$ cat config.mk
export PLATFORM = sky130hd
export DESIGN_NAME = msrv32_alu_arbiter
export DESIGN_NICKNAME = d
export VERILOG_FILES = /design/src/rtl/msrv32_alu_arbiter.sv
export SDC_FILE = /design/constraint.sdc
export NUM_CORES = 1
export LEC_CHECK = 0
export ABC_AREA = 1
export ABC_CLOCK_PERIOD_IN_PS = 1680
export CORE_MARGIN = 1.5
export CORE_UTILIZATION = 39
export CTS_BUF_LIST = sky130_fd_sc_hd__clkbuf_16
export DETAILED_ROUTE_END_ITERATION = 7
export GPL_TIMING_DRIVEN = 0
export PLACE_DENSITY = 0.81
export SKIP_CTS_REPAIR_TIMING = 1
export SLEW_MARGIN = 30
export SYNTH_ARGS = -nofsm -noshare
export SYNTH_HDL_FRONTEND = slang
export SYNTH_SLANG_ARGS = --single-unit
$ cat constraint.sdc
create_clock -name clk_in -period 1.68 [get_ports clk_in]
set_input_delay 0.252 -clock clk_in [delete_from_list [all_inputs] [get_ports clk_in]]
set_output_delay 0.252 -clock clk_in [all_outputs]
set_load 0.02 [all_outputs]
$ cat src/rtl/msrv32_alu_arbiter.sv
// Two-requester arbiter in front of one shared combinational ALU; one operation in flight at a time.
// Optional build macro MSRV32_ALU_ARB_FIXED_PRIO_EN: requester 0 always wins ties instead of round-robin.
module msrv32_alu_arbiter #(
    parameter int unsigned WIDTH = 32
) (
    input  logic             clk_in,
    input  logic             rst_n_in,

    input  logic             req0_valid_in,
    output logic             req0_ready_out,
    input  logic [3:0]       req0_opcode_in,
    input  logic [WIDTH-1:0] req0_op_1_in,
    input  logic [WIDTH-1:0] req0_op_2_in,

    input  logic             req1_valid_in,
    output logic             req1_ready_out,
    input  logic [3:0]       req1_opcode_in,
    input  logic [WIDTH-1:0] req1_op_1_in,
    input  logic [WIDTH-1:0] req1_op_2_in,

    output logic             rsp0_valid_out,
    input  logic             rsp0_ready_in,
    output logic [WIDTH-1:0] rsp0_result_out,

    output logic             rsp1_valid_out,
    input  logic             rsp1_ready_in,
    output logic [WIDTH-1:0] rsp1_result_out,

    output logic [WIDTH-1:0] alu_op_1_out,
    output logic [WIDTH-1:0] alu_op_2_out,
    output logic [3:0]       alu_opcode_out,
    input  logic [WIDTH-1:0] alu_result_in
);

    typedef enum logic [1:0] {StIdle, StExec, StResp} state_e;

    state_e           state_q;
    logic             last_grant_q;
    logic             grantee_q;
    logic             rsp_valid_q;
    logic [WIDTH-1:0] rsp_result_q;
    logic [WIDTH-1:0] alu_op_1_q;
    logic [WIDTH-1:0] alu_op_2_q;
    logic [3:0]       alu_opcode_q;

    logic any_valid;
    logic grant;
    logic rsp_ready;

    always_comb begin
        any_valid = req0_valid_in | req1_valid_in;
        grant     = 1'b0;
        if (req0_valid_in && req1_valid_in) begin
`ifdef MSRV32_ALU_ARB_FIXED_PRIO_EN
            grant = 1'b0;
`else
            grant = ~last_grant_q;
`endif
        end else begin
            grant = req1_valid_in;
        end
        rsp_ready = grantee_q ? rsp1_ready_in : rsp0_ready_in;
    end

    // Ready is gated by the reset pin so it drops the instant reset asserts.
    assign req0_ready_out  = rst_n_in && (state_q == StIdle) && any_valid && !grant;
    assign req1_ready_out  = rst_n_in && (state_q == StIdle) && any_valid && grant;
    assign rsp0_valid_out  = rsp_valid_q && !grantee_q;
    assign rsp1_valid_out  = rsp_valid_q && grantee_q;
    assign rsp0_result_out = rsp_result_q;
    assign rsp1_result_out = rsp_result_q;
    assign alu_op_1_out    = alu_op_1_q;
    assign alu_op_2_out    = alu_op_2_q;
    assign alu_opcode_out  = alu_opcode_q;

    always_ff @(posedge clk_in or negedge rst_n_in) begin
        if (!rst_n_in) begin
            state_q      <= StIdle;
            last_grant_q <= 1'b1;
            grantee_q    <= 1'b0;
            rsp_valid_q  <= 1'b0;
            rsp_result_q <= '0;
            alu_op_1_q   <= '0;
            alu_op_2_q   <= '0;
            alu_opcode_q <= '0;
        end else begin
            case (state_q)
                StIdle: begin
                    if (any_valid) begin
                        alu_opcode_q <= grant ? req1_opcode_in : req0_opcode_in;
                        alu_op_1_q   <= grant ? req1_op_1_in : req0_op_1_in;
                        alu_op_2_q   <= grant ? req1_op_2_in : req0_op_2_in;
                        grantee_q    <= grant;
                        last_grant_q <= grant;
                        state_q      <= StExec;
                    end
                end
                StExec: begin
                    rsp_result_q <= alu_result_in;
                    state_q      <= StResp;
                end
                StResp: begin
                    // Valid is a register, so it rises one edge after the result is captured.
                    if (!rsp_valid_q) begin
                        rsp_valid_q <= 1'b1;
                    end else if (rsp_ready) begin
                        rsp_valid_q <= 1'b0;
                        state_q     <= StIdle;
                    end
                end
                default: state_q <= StIdle;
            endcase
        end
    end

endmodule

==> metrics.txt, run 1 <==
outcome=finished with violations; violated checks=negative hold slack, negative setup slack; number of vias in the routed layout=6049; number of port buffers=308; Bufs and invs on worst path=2; Syn. warnings=0; clock-pin transition on the worst setup and hold timing paths=70 ps; H-tree Lvls=3; Die Wd=123 µm; FILL cells=1190; CORE AREA=14000 µm²; Critical Path Source Type=register; crit path kind=reg2out; row count=43; Final ANT Viol Nets=0; # DRC=0; largest net degree at the start of global routing=58; GRT overflow=0; layout cell share with drive strength beyond 1=9.34%; clock latency on the worst-skew pair=340 ps; leakage=5.41 nW; hold slack=-244 ps; die height=123 µm; syn_nets=962; minimum clock period=1680 ps; post-synth design cell area=5630 µm²; most common cell in the netlist=nand2_1; P per Cell Area=1770 nW/µm²; Top delay family on crit path=flip-flops; measured slew at the worst slew-check pin=465 ps; post-synthesis sequential area ratio=46.7%; final WL=18500 µm; Slew headroom=69.0%; Via density=4.64; CTS tree=yes; multi-input logic area=2010 µm²; WP data arrival=1430 ps; first-pass GRT wire length=28200 µm; syn_area_per_cell=7.15 µm²; synth-to-layout area growth=68.2%; Setup TNS=-3.74 ps; Mapped Cells=788; reg2reg start=last_grant_q; area share of the leading cell type in the synthesized netlist=46.2%; slowest stage delay, CP=560 ps; placed insts=1277; Finished Layout Cells=1305; Setup crit start=last_grant_q; Worst path slowest cell=dfstp_2; Starting DRT DRC Count=263; placer congestion estimate=0.828; Fin. Hold Viols=49; Design Power=0.0168 W; worst setup margin=-3.74 ps; GR Util All Layers=24.2%; EDFF count, synth=0; hold crit path type=in2async; Pre-antenna DRT Iters=4; pre-CTS WS=-900 ps; worst vdd ir=0.000792 V; Top Ports=310; initial core utilization=40.3%; Async SR Flop Fraction=100%; Final #Nets=1293; fin crit share=100%; Post-synth top cells=nand2_1 (280), nand3_1 (168), inv_1 (141); clock root cell=clkbuf_16; number of global-route vias before repair=5699; sequential cell area=2630 µm²; worst path cell trace=nand2_4, nand2_8, inv_4, nor3_2, buf_4; RSZ-0062 raised after global routing=yes; synth top area cells=dfrtp_1 (46%), nand2_1 (19%), nand3_1 (15%); antenna violations before repair=0; WP data required=1430 ps; TritonCTS Buffers=9; Max Cap Violations=0; R2R Setup Slk=120 ps; die area=15200 µm²; Worst Skew=6.68 ps; Max Slew Vio Count=0; drt wl/cell=14.2 µm; top_reg_cell synth=dfrtp_1; max frequency=0.594 GHz; crit end category=output pin; leading area contributor after synthesis=dfrtp_1; # setup viols final=1; hpwl dp=14200 µm; synthesized flop and latch total=105; total clock sinks=105; Synth cell types=17; Max clock buf depth=2; critical path peak fanout=4
[cell type report]
class	instances	area share, %
Multi-Input combinational cell	460	21.2
Clock inverter	7	0.568
Tap cell	180	2.38
Buffer	75	4.87
Clock buffer	9	2.38
Timing Repair Buffer	323	35.0
Antenna cell	1	0.0264
Inverter	145	5.82
Sequential cell	105	27.8
[cells in the final DEF (no fill, tap or decap), drive strengths merged]
cell           netlist  routed
nand3              168     168
o21ai                2       2
dfrtp              104     104
nor2                 5       5
clkinv               0       1
diode                0       1
inv                145     150
dfstp                1       1
nand2              284     284
clkdlybuf4s50        0     268
buf                 68      83
clkbuf              10      19
nor3                 1       1
dlymetal6s2s         0      37
bufinv               0       1
[logic make-up after synthesis]
group           after synthesis  synth area share, %
compound gates                2                0.178
buf+inv                     223                 18.3
flops                       105                 46.7
simple gates                458                 34.9
[per-layer routing]
metal | up-vias | track usage (%) | part of all wire, % | routed length, µm
met2 | 253 | 43.0 | 49 | 9150
met1 | 2769 | 27.1 | 38 | 7100
met3 | 27 | 8.35 | 10 | 1890
met5 | - | 0 | 0 | 0
li1 | 3000 | - | - | -
met4 | 0 | 7.90 | 2.1 | 385
[power by group]
group	switching (W)	internal [W]	total (W)	leakage, nW
combinational	0.00543	0.00464	0.0101	3.97
clock	0.000910	0.00113	0.00204	0.156
sequential	0.000853	0.00384	0.00469	1.28
[state kept, by name, indices dropped and copies added, names as in the netlist]
name and flops:
rsp_valid_q 1, state_q 2, alu_op_2_out 32, last_grant_q 1, grantee_q 1, alu_op_1_out 32
rsp0_result_out 32, alu_opcode_out 4
[through the flow]
step	cell area, µm²	utilization (%)
5_1_grt	9470	67.7
3_3_place_gp	8940	63.9
2_1_floorplan	5630	-
3_5_place_dp	8970	64.1
4_1_cts	9250	66.1
6_report	9470	67.7
[final timing paths]
kind	cells past startpoint	end
setup reg to reg	9	alu_op_1_out[14]
setup / recovery	5	req0_ready_out
max in group asynchronous	2	last_grant_q
hold reg to reg	2	alu_op_1_out[0]
min in group clk_in	5	last_grant_q
hold / removal	1	alu_op_1_out[7]
Power figures use the tool's default switching activity.
==> inputs of run 2 (changes only) <==
SETUP_SLACK_MARGIN = 0.2   (was unset)
==> metrics.txt, run 2 (synthesis gave the netlist of run 1 again) <==
Pre-antenna DRT Iters=4 (unchanged); initial core utilization=40.3% (unchanged); critical path peak fanout=4 (unchanged); crit end category=output pin; leakage=6.64 nW (+23%); commonest cells after routing, fill and taps aside=nand2_1 (278), clkdlybuf4s50_1 (170), nand3_1 (162); Placement Cell Area=8970 µm² (unchanged); fin crit share=103% (+2.8 points); RSZ-0062 raised after global routing=yes; number of vias in the routed layout=6179 (+2.1%); hold crit path type=in2async; WP data arrival=1480 ps (+50 ps); number of port buffers=308 (unchanged); FILL cells=1087 (-8.7%); synth-to-layout area growth=78.3%; Max Slew Vio Count=0 (unchanged); antenna violations before repair=0 (unchanged); clock root cell=clkbuf_16; Top Ports=310 (unchanged); end point of the critical path=req1_ready_out; CTS tree=yes; worst path cell trace=nand2_4, nand2_8, buf_8, inv_4, nand2_2, nor2_1, buf_4; worst setup margin=-51.6 ps (-47.8 ps); reg-to-reg endpoint=alu_op_2_out[9]; max frequency=0.578 GHz (-2.8%); # setup viols final=2 (+1); Design Power=0.0174 W (+3.7%); Top delay family on crit path=flip-flops; WP data required=1430 ps (about the same); post-route cell area=10000 µm² (+6.0%); total clock sinks=105 (unchanged); measured slew at the worst slew-check pin=505 ps (+40.8 ps); crit path kind=reg2out; Setup TNS=-102 ps (-97.8 ps); Worst Skew=7.37 ps (+0.689 ps); placer congestion estimate=0.828 (unchanged); GRT overflow=0 (unchanged); Max Cap Violations=0 (unchanged); Die Wd=123 µm (unchanged); row count=43 (unchanged); final WL=19400 µm (+4.8%); worst reg2reg path depth=10 (+1); GR Util All Layers=24.2% (unchanged); first-pass GRT wire length=28200 µm (unchanged); clock latency on the worst-skew pair=350 ps (about the same); ant diodes=0 (-1); Final ANT Viol Nets=0 (unchanged); # DRC=0 (unchanged); R2R Setup Slk=240 ps (+120 ps); clock-pin transition on the worst setup and hold timing paths=70 ps (about the same); Final #Nets=1307 (+1.1%); post-layout util=71.8% (+4.1 points); Worst path slowest cell=dfstp_2; Slew headroom=66.3% (-2.7 points); CORE AREA=14000 µm² (unchanged); number of global-route vias before repair=5699 (unchanged); TritonCTS Buffers=9 (unchanged); Starting DRT DRC Count=282 (+7.2%); drt wl/cell=14.7 µm (+3.8%); Critical Path Source Type=register; Bufs and invs on worst path=3 (+1); outcome=finished with violations; WP depth=7 (+2); Max clock buf depth=2 (unchanged); minimum clock period=1730 ps (+47.8 ps); violated checks=negative hold slack, negative setup slack; die height=123 µm (unchanged); slowest stage delay, CP=560 ps (about the same); hold slack=-202 ps (+42.6 ps); die area=15200 µm² (unchanged); layout cell share with drive strength beyond 1=11.2% (+1.8 points); worst vdd ir=0.000774 V (-2.3%); largest net degree at the start of global routing=58 (unchanged); Fin. Hold Viols=49 (unchanged); reg2reg start=state_q[0]; Via density=4.69 (+1.1%); hpwl dp=14200 µm (unchanged); H-tree Lvls=3 (unchanged); commonest non-fill, non-tap cell in the layout=nand2_1; P per Cell Area=1730 nW/µm² (-2.2%); Setup crit start=last_grant_q
==> run 2: changes by cell type in the layout (fill, tap and decap cells not counted), moves of 6 or more <==
cell / delta
nand3_1: -6
clkdlybuf4s50_1: -98
buf_6: +6
dlymetal6s2s_1: +98
buf_2: -8
buf_8: +10
==> run 2: power by group <==
group	total [W]	switching, W	leakage (nW)	internal [W]
Clock	0.00204	0.000910	0.156	0.00113
Sequential	0.00464	0.000811	1.28	0.00383
Combinational	0.0107	0.00570	5.20	0.00504
Total	0.0174	0.00742	6.64	0.0100
==> run 2: per-stage QoR <==
stage / std cells / setup slack (ps)
final: 1318 / -51.6
after global routing: 1318 / -110
after CTS: 1293 / -904
after detailed placement: 1277 / -900
after global placement: 1276 / -4210
after floorplan: 788 / 234
==> run 2: per-layer routing <==
metal  wire (µm)  track usage, %  up-vias
met5           0               0        -
met4         442            7.90        0
met3        1830            8.35       32
met2        9730            43.0      253
met1        7420            27.1     2866
li1            -               -     3028
==> run 2: how the worst min path moves through the flow <==
stage	from	endpoint	slack [ps]	cells past startpoint
final	rst_n_in	alu_op_1_out[7]	-200	1
after global routing	rst_n_in	alu_op_1_out[7]	-180	1
after CTS	rst_n_in	alu_op_1_out[7]	-150	1
after detailed placement	rst_n_in	alu_op_1_out[7]	230	1
after global placement	last_grant_q	last_grant_q	460	2
after floorplan	rst_n_in	alu_op_1_out[0]	-40	0
==> run 2: area by class of cell <==
type,count,area (µm²),share of cell area (%)
Inverter,145,554,5.52
Clock buffer,9,225,2.24
Buffer,77,558,5.56
Multi-Input combinational cell,460,2060,20.5
Clock inverter,7,53.8,0.536
Tap cell,180,225,2.24
Timing Repair Buffer,335,3740,37.3
Sequential cell,105,2630,26.2
